`src/rtl/cpu_pkg.sv`:
```
`default_nettype none
// +----------------------------------------------------------------------------+
// | Package     : cpu_pkg                                                      |
// | Description : Shared constants and types for the single-bus CPU slice:     |
// |               default bus/address widths, memory depth, default memory     |
// |               wait timeout and the memory-interface state encoding.        |
// | Revision    : 1.0 - initial release                                        |
// +----------------------------------------------------------------------------+
package cpu_pkg;

  // Default datapath and memory geometry
  localparam int C_DATA_W    = 32;
  localparam int C_ADDR_W    = 9;
  localparam int C_MEM_DEPTH = 1 << C_ADDR_W;

  // Default number of request cycles allowed before a memory access is aborted
  localparam int C_TIMEOUT   = 16;

  // Memory interface sequencer states
  typedef enum logic [1:0] {
    ST_IDLE    = 2'b00,
    ST_RD_WAIT = 2'b01,
    ST_WR_WAIT = 2'b10
  } mdi_state_t;

endpackage : cpu_pkg
`default_nettype wire

```
`src/rtl/mem_data_interface.sv`:
```
`default_nettype none
// +----------------------------------------------------------------------------+
// | Module      : mem_data_interface                                           |
// | Description : Owns MAR/MDR and the request/ready handshake to word-        |
// |               addressed external memory. MAR/MDR load from the datapath    |
// |               bus; MDR feeds the bus mux. Read/Write strobes start a       |
// |               request that completes on mem_ready or aborts on timeout.    |
// | Revision    : 1.0 - initial release                                        |
// +----------------------------------------------------------------------------+
// | Ports                                                                      |
// |   clock          in   1       system clock, rising edge                    |
// |   clear          in   1       asynchronous active-high reset               |
// |   BusMuxOut      in   DATA_W  datapath bus value                           |
// |   MARin/MDRin    in   1       load MAR / MDR from the bus (idle only)      |
// |   Read/Write     in   1       one-cycle strobes starting an access         |
// |   mem_rdata      in   DATA_W  memory read data, valid with mem_ready       |
// |   mem_ready      in   1       memory completion for the current request    |
// |   mem_addr       out  ADDR_W  address to memory (MAR)                      |
// |   mem_wdata      out  DATA_W  write data (MDR)                             |
// |   mem_rd/mem_wr  out  1       request levels                               |
// |   MDR_Bus_lines  out  DATA_W  MDR contents to the bus mux                  |
// |   busy           out  1       request in flight                            |
// |   done           out  1       one-cycle pulse: access completed            |
// |   err            out  1       one-cycle pulse: timeout or illegal strobe   |
// +----------------------------------------------------------------------------+
module mem_data_interface
  import cpu_pkg::*;
#(
  parameter int DATA_W  = C_DATA_W,
  parameter int ADDR_W  = C_ADDR_W,
  parameter int TIMEOUT = C_TIMEOUT
) (
  input  logic              clock,
  input  logic              clear,
  input  logic [DATA_W-1:0] BusMuxOut,
  input  logic              MARin,
  input  logic              MDRin,
  input  logic              Read,
  input  logic              Write,
  input  logic [DATA_W-1:0] mem_rdata,
  input  logic              mem_ready,
  output logic [ADDR_W-1:0] mem_addr,
  output logic [DATA_W-1:0] mem_wdata,
  output logic              mem_rd,
  output logic              mem_wr,
  output logic [DATA_W-1:0] MDR_Bus_lines,
  output logic              busy,
  output logic              done,
  output logic              err
);

  // Counter holds 0 .. TIMEOUT-1; the last value marks the final allowed cycle.
  localparam int                 C_CNT_W    = $clog2(TIMEOUT);
  localparam logic [C_CNT_W-1:0] C_CNT_LAST = C_CNT_W'(TIMEOUT - 1);

  mdi_state_t          r_state;
  mdi_state_t          w_state_next;
  logic [ADDR_W-1:0]   r_mar;
  logic [ADDR_W-1:0]   w_mar_next;
  logic [DATA_W-1:0]   r_mdr;
  logic [DATA_W-1:0]   w_mdr_next;
  logic [C_CNT_W-1:0]  r_cnt;
  logic [C_CNT_W-1:0]  w_cnt_next;
  logic                r_done;
  logic                w_done_next;
  logic                r_err;
  logic                w_err_next;

  // State and datapath registers. clear acts asynchronously so the request
  // lines, which decode from state, drop without waiting for a clock edge.
  always_ff @(posedge clock or posedge clear) begin
    if (clear) begin
      r_state <= ST_IDLE;
      r_mar   <= '0;
      r_mdr   <= '0;
      r_cnt   <= '0;
      r_done  <= 1'b0;
      r_err   <= 1'b0;
    end else begin
      r_state <= w_state_next;
      r_mar   <= w_mar_next;
      r_mdr   <= w_mdr_next;
      r_cnt   <= w_cnt_next;
      r_done  <= w_done_next;
      r_err   <= w_err_next;
    end
  end

  // Next-state and register-update logic
  always_comb begin
    w_state_next = r_state;
    w_mar_next   = r_mar;
    w_mdr_next   = r_mdr;
    w_cnt_next   = r_cnt;
    w_done_next  = 1'b0;
    w_err_next   = 1'b0;

    case (r_state)
      ST_IDLE: begin
        // Loads apply even when a strobe arrives in the same cycle, so the
        // request that follows already uses the freshly loaded values.
        if (MARin) w_mar_next = BusMuxOut[ADDR_W-1:0];
        if (MDRin) w_mdr_next = BusMuxOut;
        // Cleared here so every WAIT state is entered with a zero count.
        w_cnt_next = '0;
        if (Read && Write) begin
          w_err_next = 1'b1;
        end else if (Read) begin
          w_state_next = ST_RD_WAIT;
        end else if (Write) begin
          w_state_next = ST_WR_WAIT;
        end
      end

      ST_RD_WAIT: begin
        // Ready wins over timeout, so ready on the last allowed cycle succeeds.
        if (mem_ready) begin
          w_mdr_next   = mem_rdata;
          w_state_next = ST_IDLE;
          w_done_next  = 1'b1;
        end else if (r_cnt == C_CNT_LAST) begin
          w_state_next = ST_IDLE;
          w_err_next   = 1'b1;
        end else begin
          w_cnt_next = r_cnt + C_CNT_W'(1);
        end
      end

      ST_WR_WAIT: begin
        if (mem_ready) begin
          w_state_next = ST_IDLE;
          w_done_next  = 1'b1;
        end else if (r_cnt == C_CNT_LAST) begin
          w_state_next = ST_IDLE;
          w_err_next   = 1'b1;
        end else begin
          w_cnt_next = r_cnt + C_CNT_W'(1);
        end
      end

      default: begin
        w_state_next = ST_IDLE;
      end
    endcase
  end

  // Outputs come from registers or a state decode only.
  assign mem_addr      = r_mar;
  assign mem_wdata     = r_mdr;
  assign MDR_Bus_lines = r_mdr;
  assign mem_rd        = (r_state == ST_RD_WAIT);
  assign mem_wr        = (r_state == ST_WR_WAIT);
  assign busy          = (r_state != ST_IDLE);
  assign done          = r_done;
  assign err           = r_err;

endmodule : mem_data_interface
`default_nettype wire

```
`config.mk`:
```
export PLATFORM = sky130hd
export DESIGN_NAME = mem_data_interface
export DESIGN_NICKNAME = d
export VERILOG_FILES = /design/src/rtl/cpu_pkg.sv /design/src/rtl/mem_data_interface.sv
export SDC_FILE = /design/constraint.sdc
export NUM_CORES = 1
export LEC_CHECK = 0
export ABC_AREA = 0
export BUFFER_PORTS_ARGS = -buffer_cell sky130_fd_sc_hd__buf_2
export CAP_MARGIN = 20
export CORE_MARGIN = 8
export CORE_UTILIZATION = 35
export DETAILED_ROUTE_END_ITERATION = 10
export MAX_ROUTING_LAYER = met4
export SLEW_MARGIN = 20
export SYNTH_ARGS = -nofsm -noshare
export SYNTH_HDL_FRONTEND = slang
export SYNTH_SLANG_ARGS = --single-unit
```
`constraint.sdc`:
```
create_clock -name clock -period 4.3 [get_ports clock]
set_clock_uncertainty 0.15 [all_clocks]
set_input_delay 0.43 -clock clock [delete_from_list [all_inputs] [get_ports clock]]
set_output_delay 0.43 -clock clock [all_outputs]
set_load 0.05 [all_outputs]
```
==> metrics.cfg, run 1 <==
[sta]
tightestPinTransition_ns = 0.839
finalHoldViolCount = 0
relSlewSlack_pct = 44.0
post-route-period-util_pct = 56.3
layout_min_cycle_time_ns = 2.42
finalSetupViolations = 0
fin_tns_setup_ns = 0
rsz0062_at_grt = false
timing.fmax_mhz = 413
drv_slew = 0

[finish]
synthToLayoutAreaGrowth_pct = 24.6
nets = 400
diodes = 0
drive_gt1_share_pct = 72.6

[drt]
drt_wl_total_microns = 6660
drt_first_pass_iters = 4
num_vias = 1959
drc = 0
postRouteAntennaNets = 0
via_per_inst = 4.59
wl_per_cell_microns = 15.6
drt_iter0_drc = 31

[floorplan]
dieHeight_microns = 105
ios = 149
start_util_pct = 36.2
die_w_microns = 105
core_area_sq_mm = 0.00773
rows = 32
die_area_sq_mm = 0.0111

[global_routing]
grt_pass1_wl_microns = 10800
grt_pass1_vias = 2173
grt-ovfl-total = 0
antenna_found_initial = 0
grt_usage_pct = 12.0
grt_start_max_net_pins = 50

[place]
hpwl_microns = 5090
gp_congestion = 0.730
port_buffers = 148

[logic_synthesis]
syn_area_per_cell_sq_um = 13.5
synthAdderAreaFrac_pct = 2.24
synth_xor_area_share_pct = 0
async_flop_share_pct = 100
synth_edf_count = 0
yosysMostFrequentCell = dfrtp_1
synth_common_cells = 49 x dfrtp_1, 44 x mux2_2, 33 x buf_4
synth_flop_cell = dfrtp_1
synth.area.top_cells = dfrtp_1 44%, mux2_2 18%, mux2_4 16%
synth_top_family_by_area = multiplexers
synth_warnings = 0
yosysTopAreaCellShare_pct = 43.8
ys_ff_latch = 49
synth_mux_area_share_pct = 34.3
synth_nets = 283
synth-simple-area-share_pct = 3.40
synthesis.area_sq_mm = 0.00280
yosysSeqAreaShare_pct = 43.8
synthCells = 207
ys_types = 34
synth-compound-area-share_pct = 4.07
yosysTopAreaCell = dfrtp_1

[flow_run]
max_cap_violations = 0

[clock_network]
postCtsSetupRepairBufs = 0
cts.path.max_buffers = 2
numCtsBuffers = 5
post_cts_resized = 0
cts_tree = yes
cts_sinks = 49
clockRootBuffer = clkbuf_8
ctsHtreeMaxLevel = 2
postCtsHoldBufs = 0
insertion_delay_ns = 0.29
clk_pin_slew_ns = 0.09

[worst_setup_path]
timing.rr.end = MDR_Bus_lines[14]$_DFFE_PP0P_
critical_path_required_ns = 4.33
regToRegStartpoint = r_state[0]$_DFFE_PP0P_
startpoint = r_state[0]$_DFFE_PP0P_
crit_path_end = MDR_Bus_lines[14]$_DFFE_PP0P_
rr_worst_depth = 6
worstPathArrival_ns = 2.46
cp_max_fo = 22
worstSetupPathType = register to register
end_kind = register
rrSetupSlack_ns = 1.88
cp-start-kind = register

[worst_hold_path]
hold_class = primary input to asynchronous set/reset pin

[outcome]
status = finished clean

layout make-up:
cell class	instances	area [sq um]
clock buffers	7	96.3
clock inverters	1	5.00
fillers	750	4240
inverters	7	27.5
multi-input cells	111	1230
flip-flops and latches	49	1230
well taps	102	128
repair buffers	150	768
layer usage:
metal | track usage (%) | vias to the layer above | part of all wire (%)
li1 | - | 933 | -
met1 | 12.8 | 926 | 40
met2 | 19.9 | 92 | 49
met3 | 5.18 | 8 | 10
met4 | 3.06 | 0 | 1.0
met5 | - | - | 0
layout by cell type, fill, tap and decap left out:
cell type,count
buf_2,148
dfrtp_1,49
mux2_2,44
mux2_4,30
clkbuf_8,7
inv_1,6
nor2_1,4
ha_1,4
nand2_1,3
a21oi_1,2
clkinv_2,2
o211ai_1,2
mux2i_2,1
a21oi_4,1
and3_1,1
nand2b_1,1
nor3_1,1
nand4_1,1
a22o_1,1
nand4bb_1,1
nor3b_1,1
nor2b_1,1
a32oi_1,1
and2_1,1
nand3_1,1
o2111ai_1,1
nand4b_1,1
o31a_1,1
o21ai_0,1
o21a_1,1
a211oi_1,1
a2111oi_0,1
a211o_1,1
ha_2,1
buf_12,1
buf_4,1
worst min-delay path by stage:
stage                                  from                      endpoint  cells after the start  slack, ns
finish                                clear  MDR_Bus_lines[0]$_DFFE_PP0P_                      2       0.12
floorplan              r_cnt[1]$_DFFE_PP0P_          r_cnt[1]$_DFFE_PP0P_                      1       0.34
detailed placement  mem_addr[5]$_DFFE_PP0P_       mem_addr[5]$_DFFE_PP0P_                      1       0.34
CTS                            BusMuxOut[2]       mem_addr[2]$_DFFE_PP0P_                      2       0.22
global placement    mem_addr[0]$_DFFE_PP0P_       mem_addr[0]$_DFFE_PP0P_                      1       0.33
global route                          clear       mem_addr[0]$_DFFE_PP0P_                      2       0.21
worst max-delay path: stages, from the launching register on:
cell     delay, ns
dfrtp_1       0.42
inv_1         0.12
ha_1          0.35
mux2i_2       0.14
a21oi_4       0.49
buf_12        0.28
mux2_2        0.35
stage by stage:
stage / util [%] / hold slack, ns / cell area (sq um) / cells / setup WS, ns
after floorplan: - / 0.342 / 2800 / 207 / 2.05
after global placement: 43.8 / 0.333 / 3380 / 419 / 1.93
after detailed placement: 43.8 / 0.339 / 3380 / 419 / 1.86
after CTS: 45.1 / 0.215 / 3480 / 427 / 1.85
after global routing: 45.1 / 0.208 / 3480 / 427 / 1.76
final: 45.1 / 0.118 / 3480 / 427 / 1.88
cells by family (layout without fill, tap and decap cells):
kind of cell | count (synthesis) | after routing
buf+inv | 47 | 165
fa+ha+maj | 5 | 5
compound gates | 14 | 14
mux | 75 | 75
flops | 49 | 49
simple gates | 17 | 17
state kept, by name, indices dropped and copies added, names as in the netlist:
signal	cells
MDR_Bus_lines	32
done	1
err	1
mem_addr	9
r_cnt	4
r_state	2
Power of run 1 is left out: the tool's default activity adds up to more than one toggle a clock period on the data nets, which glitch-free logic cannot reach.
==> inputs of run 2 (changes only) <==
Clock period 4.3 ns to 2.4 ns, I/O delays scaled along.
==> metrics.cfg, run 2 (synthesized netlist as in run 1, its figures left out) <==
[outcome]
status = finished clean

[drt]
drt_wl_total_microns = 6890  ; +3.5%
num_vias = 1975  ; +0.82%
drt_first_pass_iters = 4  ; unchanged
postRouteAntennaNets = 0  ; unchanged
wl_per_cell_microns = 16.0  ; +2.3%
drc = 0  ; unchanged
via_per_inst = 4.57  ; -0.35%
drt_iter0_drc = 34  ; +9.7%

[global_routing]
grt_util_met2_pct = 19.6  ; -0.27 points
grt_usage_pct = 12.2  ; +0.29 points
grt_pass1_vias = 2184  ; +0.51%
met1_usage_pct = 14.0  ; +1.2 points
antenna_found_initial = 0  ; unchanged
grt-ovfl-total = 0  ; unchanged
grt_start_max_net_pins = 28  ; -44%
busiest_layer = met2
grt_pass1_wl_microns = 10900  ; +0.77%
use_met3_pct = 4.93  ; -0.24 points

[floorplan]
rows = 32  ; unchanged
core_area_sq_mm = 0.00773  ; unchanged
start_util_pct = 36.2  ; unchanged
die_w_microns = 105  ; unchanged
die_area_sq_mm = 0.0111  ; unchanged
ios = 149  ; unchanged
dieHeight_microns = 105  ; unchanged

[worst_setup_path]
cp-start-kind = register
worstPathArrival_ns = 1.79  ; -0.67 ns
rrSetupSlack_ns = 0.31  ; -1.57 ns
worstSetupPathType = register to primary output
end_kind = primary output
timing.rr.end = MDR_Bus_lines[13]$_DFFE_PP0P_
cp_max_fo = 17  ; -23%
regToRegStartpoint = r_state[0]$_DFFE_PP0P_
rr_worst_depth = 6  ; unchanged
critical_path_required_ns = 2.01  ; -2.32 ns

[sta]
rsz0062_at_grt = false
drv_slew = 0  ; unchanged
tightestPinTransition_ns = 0.455  ; -0.385 ns
fin_tns_setup_ns = 0  ; unchanged
finalSetupViolations = 0  ; unchanged
post-route-period-util_pct = 90.8
relSlewSlack_pct = 69.6  ; +26 points
finalHoldViolCount = 0  ; unchanged
layout_min_cycle_time_ns = 2.18
timing.fmax_mhz = 459

[worst_hold_path]
hold_depth = 2
hold_path_end = mem_addr[1]$_DFFE_PP0P_
hold_class = primary input to register
hold_start = BusMuxOut[1]

[place]
hpwl_microns = 5400  ; +6.0%
port_buffers = 148  ; unchanged
gp_congestion = 0.716  ; -2.0%

[clock_network]
ctsHtreeMaxLevel = 2  ; unchanged
insertion_delay_ns = 0.30  ; about the same
cts_sinks = 49  ; unchanged
cts.path.max_buffers = 2  ; unchanged
clk_pin_slew_ns = 0.09  ; about the same
clockRootBuffer = clkbuf_8
numCtsBuffers = 5  ; unchanged
cts_tree = yes

[finish]
largest_reg_flops = 32  ; unchanged
drive_gt1_share_pct = 72.7  ; +0.11 points
fillCellCount = 751  ; +0.13%
final_common_cell = buf_2
nets = 405  ; +1.3%
final_util_pct = 46.0  ; +0.92 points
final_cell_mix = 148 x buf_2, 49 x dfrtp_1, 44 x mux2_2
diodes = 0  ; unchanged
synthToLayoutAreaGrowth_pct = 27.2

[flow_run]
max_cap_violations = 0  ; unchanged

==> run 2: changes by cell type in the layout (fill, tap and decap cells not counted), sizes merged <==
cell	change
bufinv	+2
clkinv	-1
inv	+1
clkbuf	-2
dlygate4sd3	+1
buf	+4
==> run 2: final cells by class <==
class                   instances  area, sq um  area share (%)
clock inverters                 3         65.1            1.83
flip-flops and latches         49         1230            34.5
clock buffers                   5         68.8            1.94
well taps                     102          128            3.59
multi-input cells             111         1230            34.7
inverters                       7         26.3           0.739
repair buffers                155          808            22.7
==> run 2: per-stage QoR <==
step / setup WS, ns / instance area (sq um) / hold WS, ns / std cells
floorplan: 0.146 / 2800 / 0.224 / 207
global route: 0.0832 / 3560 / 0.0151 / 432
global placement: 0.352 / 3410 / -0.0529 / 423
detailed placement: 0.291 / 3410 / -0.0570 / 423
finish: 0.220 / 3560 / 0.0324 / 432
CTS: 0.157 / 3560 / 0.0151 / 432
==> run 2: worst max-delay path by stage <==
| stage | endpoint | slack [ns] | from |
|---|---|---|---|
| after detailed placement | MDR_Bus_lines[13]$_DFFE_PP0P_ | 0.29 | r_state[1]$_DFFE_PP0P_ |
| after global placement | MDR_Bus_lines[18]$_DFFE_PP0P_ | 0.35 | r_state[1]$_DFFE_PP0P_ |
| final | mem_rd | 0.22 | r_state[1]$_DFFE_PP0P_ |
| after CTS | mem_rd | 0.16 | r_state[1]$_DFFE_PP0P_ |
| after floorplan | MDR_Bus_lines[0]$_DFFE_PP0P_ | 0.15 | r_state[1]$_DFFE_PP0P_ |
| after global routing | mem_rd | 0.08 | r_state[1]$_DFFE_PP0P_ |
==> run 2: repair_timing <==
| action | in CTS | in global routing |
|---|---|---|
| endpoints found under the setup margin | 0 | 0 |
| gates resized for setup | 0 | 0 |
| setup buffers | 0 | 0 |
| hold buffers | 1 | 0 |
| hold endpoints to repair | 49 | 0 |
==> run 2: metal layers <==
layer	up-vias	wire, microns
li1	942	-
met1	940	2950
met2	86	3280
met3	7	610
met4	0	56
met5	-	0
==> run 2: worst max-delay path, stage by stage (launching register included) <==
cell and delay, ns:
dfrtp_1 0.42, inv_1 0.11, ha_2 0.33, buf_4 0.30, buf_2 0.31
Power of run 2 is left out for the same reason.
